### config.mk
export PLATFORM = sky130hd
export DESIGN_NAME = alu_issue_ctrl
export DESIGN_NICKNAME = d
export VERILOG_FILES = /design/src/rtl/alu_pkg.sv /design/src/rtl/regfile_8x18.sv /design/src/rtl/alu_issue_ctrl.sv
export SDC_FILE = /design/constraint.sdc
export NUM_CORES = 1
export LEC_CHECK = 0
export ABC_AREA = 1
export CORE_UTILIZATION = 48
export CTS_BUF_LIST = sky130_fd_sc_hd__clkbuf_8
export DETAILED_ROUTE_END_ITERATION = 6
export HOLD_SLACK_MARGIN = 0.02
export PLACE_DENSITY = 0.71
export RECOVER_POWER = 25
export SKIP_LAST_GASP = 1
export SYNTH_ARGS = -nofsm -noshare
export SYNTH_HDL_FRONTEND = slang
export SYNTH_SLANG_ARGS = --single-unit
### constraint.sdc
create_clock -name clk -period 2.15 [get_ports clk]
set_input_delay 0.215 -clock clk [delete_from_list [all_inputs] [get_ports clk]]
set_output_delay 0.215 -clock clk [all_outputs]
set_load 0.005 [all_outputs]
### src/rtl/alu_pkg.sv
// alu_pkg: shared definitions for the ALU issue controller slice.
//   - data width, register count and register address width
//   - ALU select encodings
//   - controller state encoding
//   - instruction field bit positions
//   - offset sign-extension helper
package alu_pkg;

  localparam int DW   = 18;
  localparam int NREG = 8;
  localparam int AW   = 3;

  localparam logic [1:0] ALU_ADD = 2'b00;
  localparam logic [1:0] ALU_SUB = 2'b01;
  localparam logic [1:0] ALU_OR  = 2'b10;
  localparam logic [1:0] ALU_AND = 2'b11;

  typedef enum logic [1:0] {
    ST_IDLE = 2'd0,
    ST_READ = 2'd1,
    ST_EXEC = 2'd2,
    ST_WB   = 2'd3
  } state_t;

  // Instruction word layout
  localparam int OP_HI   = 17;
  localparam int OP_LO   = 16;
  localparam int BEQ_BIT = 15;
  localparam int RD_HI   = 14;
  localparam int RD_LO   = 12;
  localparam int RS_HI   = 11;
  localparam int RS_LO   = 9;
  localparam int RT_HI   = 8;
  localparam int RT_LO   = 6;
  localparam int OFF_HI  = 5;
  localparam int OFF_LO  = 0;
  localparam int OFF_W   = OFF_HI - OFF_LO + 1;

  function automatic logic [DW-1:0] sext_off(input logic [OFF_W-1:0] off);
    return {{(DW-OFF_W){off[OFF_W-1]}}, off};
  endfunction

endpackage

### src/rtl/regfile_8x18.sv
// regfile_8x18: 8-entry x 18-bit register file, r0 hardwired to zero.
// Ports:
//   clk, rst_n          clock; asynchronous active-low clear of all entries
//   we, waddr, wdata    synchronous write port (writes to r0 are dropped)
//   ra_addr / ra_data   combinational read port A
//   rb_addr / rb_data   combinational read port B
//   dbg_addr / dbg_data combinational debug read port
module regfile_8x18
  import alu_pkg::*;
(
  input  logic          clk,
  input  logic          rst_n,
  input  logic          we,
  input  logic [AW-1:0] waddr,
  input  logic [DW-1:0] wdata,
  input  logic [AW-1:0] ra_addr,
  output logic [DW-1:0] ra_data,
  input  logic [AW-1:0] rb_addr,
  output logic [DW-1:0] rb_data,
  input  logic [AW-1:0] dbg_addr,
  output logic [DW-1:0] dbg_data
);

  logic [DW-1:0] regs [NREG];

  // r0 has no storage; it is a constant zero.
  assign regs[0] = '0;

  genvar gi;
  generate
    for (gi = 1; gi < NREG; gi++) begin : g_reg
      logic [DW-1:0] q_reg;

      always_ff @(posedge clk or negedge rst_n) begin
        if (!rst_n) begin
          q_reg <= '0;
        end else if (we && (waddr == AW'(gi))) begin
          q_reg <= wdata;
        end
      end

      assign regs[gi] = q_reg;
    end
  endgenerate

  assign ra_data  = regs[ra_addr];
  assign rb_data  = regs[rb_addr];
  assign dbg_data = regs[dbg_addr];

endmodule

### src/rtl/alu_issue_ctrl.sv
// alu_issue_ctrl: four-state issue controller in front of an external
// combinational 18-bit ALU. Accepts one instruction per valid/ready
// handshake, reads operands from the internal register file, drives the
// ALU, captures its result/zero flag, writes back and reports beq outcome.
// Ports:
//   clk, rst_n                     clock; asynchronous active-low reset
//   instr_valid/instr_ready/instr  instruction handshake and word
//   ld_en/ld_addr/ld_data          direct register load (IDLE only)
//   dbg_addr/dbg_data              combinational register-file peek
//   alu_a/alu_b/alu_sel            registered ALU drive
//   alu_c/alu_z                    ALU result and zero flag
//   done                           one-cycle retire pulse
//   result/zero/branch_taken/branch_offset  retire outputs, held
module alu_issue_ctrl
  import alu_pkg::*;
(
  input  logic          clk,
  input  logic          rst_n,
  input  logic          instr_valid,
  output logic          instr_ready,
  input  logic [DW-1:0] instr,
  input  logic          ld_en,
  input  logic [AW-1:0] ld_addr,
  input  logic [DW-1:0] ld_data,
  input  logic [AW-1:0] dbg_addr,
  output logic [DW-1:0] dbg_data,
  output logic [DW-1:0] alu_a,
  output logic [DW-1:0] alu_b,
  output logic [1:0]    alu_sel,
  input  logic [DW-1:0] alu_c,
  input  logic          alu_z,
  output logic          done,
  output logic [DW-1:0] result,
  output logic          zero,
  output logic          branch_taken,
  output logic [DW-1:0] branch_offset
);

  state_t        state_reg;
  logic [DW-1:0] instr_reg;
  logic [DW-1:0] alu_a_reg;
  logic [DW-1:0] alu_b_reg;
  logic [1:0]    alu_sel_reg;
  logic          done_reg;
  logic [DW-1:0] result_reg;
  logic          zero_reg;
  logic          branch_taken_reg;
  logic [DW-1:0] branch_offset_reg;

  logic          rf_we;
  logic [AW-1:0] rf_waddr;
  logic [DW-1:0] rf_wdata;
  logic [DW-1:0] rf_a;
  logic [DW-1:0] rf_b;

  logic          is_beq;
  assign is_beq = instr_reg[BEQ_BIT];

  regfile_8x18 u_regfile (
    .clk      (clk),
    .rst_n    (rst_n),
    .we       (rf_we),
    .waddr    (rf_waddr),
    .wdata    (rf_wdata),
    .ra_addr  (instr_reg[RS_HI:RS_LO]),
    .ra_data  (rf_a),
    .rb_addr  (instr_reg[RT_HI:RT_LO]),
    .rb_data  (rf_b),
    .dbg_addr (dbg_addr),
    .dbg_data (dbg_data)
  );

  // Single write port shared by direct loads (IDLE) and writeback (WB).
  // Writeback data comes from result_reg, which was captured from the ALU
  // at the end of EXEC. rd == 0 needs no check here: r0 has no storage.
  always_comb begin
    rf_we    = 1'b0;
    rf_waddr = ld_addr;
    rf_wdata = ld_data;
    if (state_reg == ST_IDLE) begin
      rf_we = ld_en;
    end else if (state_reg == ST_WB) begin
      rf_we    = ~is_beq;
      rf_waddr = instr_reg[RD_HI:RD_LO];
      rf_wdata = result_reg;
    end
  end

  // A load in IDLE blocks the handshake for that cycle.
  assign instr_ready = (state_reg == ST_IDLE) && !ld_en;

  always_ff @(posedge clk or negedge rst_n) begin
    if (!rst_n) begin
      state_reg         <= ST_IDLE;
      instr_reg         <= '0;
      alu_a_reg         <= '0;
      alu_b_reg         <= '0;
      alu_sel_reg       <= ALU_ADD;
      done_reg          <= 1'b0;
      result_reg        <= '0;
      zero_reg          <= 1'b0;
      branch_taken_reg  <= 1'b0;
      branch_offset_reg <= '0;
    end else begin
      case (state_reg)
        ST_IDLE: begin
          done_reg <= 1'b0;
          if (instr_valid && !ld_en) begin
            instr_reg <= instr;
            state_reg <= ST_READ;
          end
        end
        // Operands are latched straight into the ALU drive registers so
        // they are stable for the whole EXEC cycle.
        ST_READ: begin
          alu_a_reg   <= rf_a;
          alu_b_reg   <= rf_b;
          alu_sel_reg <= is_beq ? ALU_SUB : instr_reg[OP_HI:OP_LO];
          state_reg   <= ST_EXEC;
        end
        // Capture at the end of EXEC lands directly in the retire outputs,
        // so they change in the same cycle done is high.
        ST_EXEC: begin
          result_reg        <= alu_c;
          zero_reg          <= alu_z;
          branch_taken_reg  <= is_beq & alu_z;
          branch_offset_reg <= sext_off(instr_reg[OFF_HI:OFF_LO]);
          done_reg          <= 1'b1;
          state_reg         <= ST_WB;
        end
        ST_WB: begin
          done_reg  <= 1'b0;
          state_reg <= ST_IDLE;
        end
        default: begin
          done_reg  <= 1'b0;
          state_reg <= ST_IDLE;
        end
      endcase
    end
  end

  assign alu_a         = alu_a_reg;
  assign alu_b         = alu_b_reg;
  assign alu_sel       = alu_sel_reg;
  assign done          = done_reg;
  assign result        = result_reg;
  assign zero          = zero_reg;
  assign branch_taken  = branch_taken_reg;
  assign branch_offset = branch_offset_reg;

endmodule

* Yosys cells after proc, flatten, opt, wreduce, memory -nomap -nowiden
Index checks and enable logic that the tools add are counted.
** Word-level totals
- Logic and storage cells :: 69
- Flip-flop bits (word level) :: 211
- Output and inout bits :: 96
- Input bits :: 65
** Cells by class
- Multiplexer cells :: 19
- Bitwise logic cells :: 5
- $lt $le $gt $ge :: 3
- Equal/unequal tests :: 11
- Reductions and logical operators :: 14
** Operators by type and width (number)
- binary-select mux 18 bit (select 3 bit) :: 3
- 2-to-1 mux 18 bit :: 8
- equality test 3 bit, second input constant :: 4
- greater-or-equal comparator 4 bit, second input constant :: 3
- NOT 3 -> 4 bit :: 3
- logical AND 1 bit :: 9
- one-hot mux 2 bit (4 select lines) :: 1
- equality test 3 x 2 -> 1 bit, second input constant :: 2
- 2-to-1 mux 3 bit :: 2
- equality test 2 bit, second input constant :: 2
- 2-to-1 mux 2 bit :: 2
- equality test 3 x 1 -> 1 bit, second input constant :: 1
- equality test 2 x 1 -> 1 bit, second input constant :: 1
- logical NOT 2 bit :: 1
- 2-to-1 mux 1 bit :: 2
- inequality test 2 x 1 -> 1 bit, second input constant :: 1
- one-hot mux 1 bit (2 select lines) :: 1
- AND reduction 2 bit :: 1
- nonzero test 2 bit :: 1
- OR reduction 2 bit :: 1
- bitwise AND 1 bit :: 1
- logical NOT 1 bit :: 1
- NOT 1 bit :: 1

* Longest topological paths before layout
- Word-level depth :: 5
- Depth in mapped cells :: 12
- Mapped depth without buffers :: 11

* Cells and area by module
A second synthesis with hierarchy kept.
** Second synthesis, totals
- Cell total of the unflattened synthesis :: 1864
- Area total of the unflattened synthesis :: 12400.6 sq um
** By module, submodules not included
- regfile_8x18 :: times used 1, cells an instance 1422, area each 8501.9 sq um
- alu_issue_ctrl :: times used 1, cells an instance 442, area each 3898.7 sq um

* Least setup slack after synthesis
OpenSTA, ideal clock, no wires.
- Kind :: register -> register
- Start point :: reg state_reg[0]
- End point :: reg u_regfile.g_reg[7].q_reg[10]
- Path slack :: 462 ps
- Cell stages (with the launch flop) :: 12
- Clock period less this slack :: 1688 ps
- Required time :: 2034 ps
- Data arrival time :: 1572 ps
- Buffers on the path :: 1
- Library setup time :: 116 ps
- Cell sequence :: dfrtp_1 -> inv_1 -> ha_1 -> inv_4 -> nand3_1 -> nand2_4 -> nand2_4 -> inv_2 -> nand2_4 -> buf_2 -> nand2_1 -> nand2_1
** Between the ends
- Word-level cells in the longest chain between the ends :: 5
- Elaborated cells between the ends (all ways) :: 10
- Classes of those cells :: eq/ne: 2; mux: 6; reduce/logical: 2
** Ends and longest elaborated chain
- from (decl) :: line alu_issue_ctrl.sv:39 : state_t state_reg;
- from (signal assigned) :: line alu_issue_ctrl.sv:94 : state_reg <= ST_IDLE;
- from (signal assigned) :: line alu_issue_ctrl.sv:110 : state_reg <= ST_READ;
- from (signal assigned) :: line alu_issue_ctrl.sv:119 : state_reg <= ST_EXEC;
- equality test 2 bit :: line alu_issue_ctrl.sv:82 : end else if (state_reg == ST_WB) begin
- 2-to-1 mux 3 bit :: line alu_issue_ctrl.sv:82
- 2-to-1 mux 3 bit :: line alu_issue_ctrl.sv:80 : if (state_reg == ST_IDLE) begin
- equality test 3 bit :: line regfile_8x18.sv:37 : end else if (we && (waddr == AW'(gi))) begin
- logical AND 1 bit :: line regfile_8x18.sv:37
- to (signal assigned) :: line regfile_8x18.sv:38 : q_reg <= wdata;
- to (decl) :: line regfile_8x18.sv:32 : logic [DW-1:0] q_reg;
Parallel ways exist; a longest one is shown, timed or not.
A chain may end at the register's enable or synchronous reset.

* Final worst setup path
- Start point :: reg instr_reg[10]
- End point :: reg alu_a_reg[7], in the netlist alu_a[7]
** Between the ends
- Word-level cells in the longest chain between the ends :: 4
** Ends and longest elaborated chain
- from (decl) :: line alu_issue_ctrl.sv:40 : logic [DW-1:0] instr_reg;
- from (signal assigned) :: line alu_issue_ctrl.sv:109 : instr_reg <= instr;
- NOT 3 -> 4 bit (not written as such) :: line regfile_8x18.sv:46 : assign ra_data = regs[ra_addr];
- binary-select mux 18 bit (select 3 bit) :: line regfile_8x18.sv:46
- 2-to-1 mux 18 bit (not written as such) (2 in series) :: line regfile_8x18.sv:46
- to (signal assigned) :: line alu_issue_ctrl.sv:116 : alu_a_reg <= rf_a;
- to (decl) :: line alu_issue_ctrl.sv:41 : logic [DW-1:0] alu_a_reg;
No other way between the ends. The select of a mux whose other input is x is not followed.

==> impl_metrics.ini <==
[outcome]
run_status = finished clean

[placement]
place_inst = 2117
io_buffer_count = 160
dp_hpwl_microns = 27140
pre_cts_ws_ps = -292.0
place_congestion = 0.9118

[clocking]
clk_latency_ps = 550
ctsRootBufferMaster = clkbuf_8
clock_sinks = 211
htree_levels = 2
cts_buffer_depth = 3
tritoncts = done
path_clk_slew_ps = 60
numCtsBuffers = 38

[floorplanning]
ios = 161
coreArea_sq_mm = 0.02511
die_w_microns = 161.7
start_util_pct = 48.74
num_rows = 58
die_height_microns = 161.7
dieArea_sq_mm = 0.02614

[detailed_routing]
drt-vias-per-instance = 5.487
drt_iter0_markers = 1297
routedWlPerCell_microns = 17.61
vias = 12120
drc = 0
drtAntennaViolNets = 0
wirelength_microns = 38870
drt_first_pass_iters = 5

[timing]
worstMarginPinSlew_ps = 1348
setup_viol = 0
fmax_mhz = 503.8
hold_viol = 0
min_period_over_period_pct = 92.33
relSlewSlack_pct = 10.15
finalWorstSetupSlack_ps = 165.0
final-max-slew-violation-count = 0
timing.final.crit_period_ps = 1985
grt_setup_unrepaired = no
final.setup_skew_ps = 19.68

[layout]
antenna_cells = 0
nFillCells = 2370
final_common_cell = nand2_1
areaGrowthSynthToFinish_pct = 23.27
stdcell_count = 2208
mostFrequentLayoutCells = 675 x nand2_1, 203 x dfrtp_1, 185 x nand3_1, 138 x clkdlybuf4s50_1, 134 x inv_1
fin_nets = 1919
layout-drive-gt1-share_pct = 12.03
largest_reg_flops = 126

[setup_path]
cp_cell_sequence = clkinv_1 > o211ai_1 > nand3_1 > nand3_1 > nand2_1
rrSetupSlack_ps = 160
path_common_cell = nand3_1
startpoint_type = flip-flop
max_stage_delay_ps = 660
worstPathRequired_ps = 2580
cp.arrival_ps = 2410
crit_type = reg2reg
slowest_stage = clkinv_1
cp-end-kind = flip-flop
crit_fanout = 19

[grt]
antenna_found_initial = 0
first_global_vias = 11110
grt_pass1_wl_microns = 62240
grt_max_degree = 73
overflow = 0
grtUsageTotal_pct = 30.34

[synthesis]
synthTopCellsByArea = dfrtp_1 43%, nand2_1 21%, nand3_1 7.6%
synthMuxAreaShare_pct = 1.288
syn_nets = 1766
synth_seq_cells = 211
synth_xor_area_share_pct = 0
ys_types = 33
synthAdderAreaFrac_pct = 0.4089
synth_top_family_by_area = simple AND/OR/NAND/NOR gates
ys_seq_area_share_pct = 43.14
postSynthAreaPerCell_sq_um = 7.212
synth_compound_area_share_pct = 11.08
synth_top_area_cell = dfrtp_1
ys_warn_count = 0
syn_area_sq_mm = 0.01224
synth-simple-area-share_pct = 34.74
yosysTopAreaCellShare_pct = 43.14
syn_inst = 1697

[power_and_ir_drop]
seq_power_share_pct = 33.4
p_int_w = 0.01271
powerDensity_mw_per_mm2 = 1558
pwr-share-comb_pct = 51.1
sw_frac_of_total_pct = 45.96
ir_worst_vdd_mv = 0.7770
p_leak_nw = 7.678
pwr-share-clk_pct = 15.6
switchingPower_w = 0.01081

[run]
maxCapViolations = 0

[worst_hold_path]
holdCritPathClass = in2reg
==> layer usage <==
layer	part of all wire (%)	up-vias	global-route usage [%]	wire (microns)
met3	11	51	6.103	4336
li1	-	5793	-	-
met5	0	-	0	0
met1	47	5592	47.86	18110
met2	41	679	42.32	15860
met4	1.5	0	6.732	567
==> power by group through the flow <==
stage	sequential [W]	combinational (W)	clock, W
floorplan	0.00714	0.00757	0
global placement	0.00778	0.0112	0
detailed placement	0.00782	0.0114	0
CTS	0.00774	0.0117	0.00373
global route	0.00804	0.0134	0.00390
finish	0.00784	0.0120	0.00366
==> worst max-delay path, delay by kind of cell (launching register included) <==
| kind | cells | cell delay (ps) |
|---|---|---|
| AND/OR/NAND/NOR | 3 | 300 |
| buffers and inverters | 1 | 660 |
| AO/OA/AOI/OAI | 1 | 330 |
| flip-flops | 1 | 570 |
==> final timing paths <==
path,from,to,cells past startpoint
max in group asynchronous,rst_n,instr_reg[6],3
min in group asynchronous,rst_n,result[12],2
min reg2reg,u_regfile.g_reg[6].q_reg[15],u_regfile.g_reg[6].q_reg[15],2
max,instr_reg[10],alu_a[7],5
max reg2reg,instr_reg[10],alu_a[7],5
min,alu_c[9],result[9],3
==> timing repair <==
action / 4_1_cts / 5_1_grt
setup endpoints to repair: 19 / 13
hold endpoints to repair: 68 / 0
setup buffers: 10 / 12
hold buffers: 1 / 0
pin swaps: 10 / 5
gates resized for setup: 32 / 21
==> stage by stage <==
| step | hold WS (ps) | instance area [sq um] | total power [W] | util (%) | setup TNS (ps) |
|---|---|---|---|---|---|
| global placement | 202.3 | 14110 | 0.01895 | 56.19 | -2685 |
| CTS | 180.7 | 14970 | 0.02318 | 59.61 | -57.44 |
| floorplan | -80.59 | 12240 | 0.01471 | - | 0 |
| finish | 217.5 | 15090 | 0.02351 | 60.09 | 0 |
| detailed placement | 205.3 | 14110 | 0.01924 | 56.19 | -3233 |
| global route | 226.5 | 15090 | 0.02537 | 60.09 | 0 |
==> cell families (layout without fill, tap and decap cells) <==
group	count (synthesis)	after routing
compound gates	234	234
flops	211	211
buf+inv	255	436
simple gates	979	979
mux	14	14
fa+ha+maj	4	4
==> cells in the mapped netlist <==
cell type and number:
nand2_1 675, dfrtp_1 211, nand3_1 185, inv_1 124
o21ai_0 87, a21oi_1 66, clkbuf_1 49, nor2_1 48
nand4_1 36, o211ai_1 36, buf_2 30, a31oi_1 18
o21ai_2 18, buf_4 17, nand2_4 15, mux2_2 14
buf_1 13, buf_6 11, o21ai_1 7, inv_2 6
nand2_2 6, nor2_4 6, clkinv_1 4, ha_1 4
nand4_4 2, nor2_2 2, inv_4 1, nand2_8 1
nand3_2 1, nand3b_1 1, nor2_8 1, o22a_1 1
o22ai_1 1
==> cell type report <==
type	count	area, sq um	area share [%]
Multi-Input combinational cell	1231	5871	38.91
Sequential cell	211	5290	35.06
Timing Repair Buffer	233	2267	15.03
Clock buffer	42	578.1	3.831
Inverter	135	509.2	3.375
Tap cell	330	412.9	2.737
Clock inverter	26	158.9	1.053
Power figures use the tool's default switching activity.
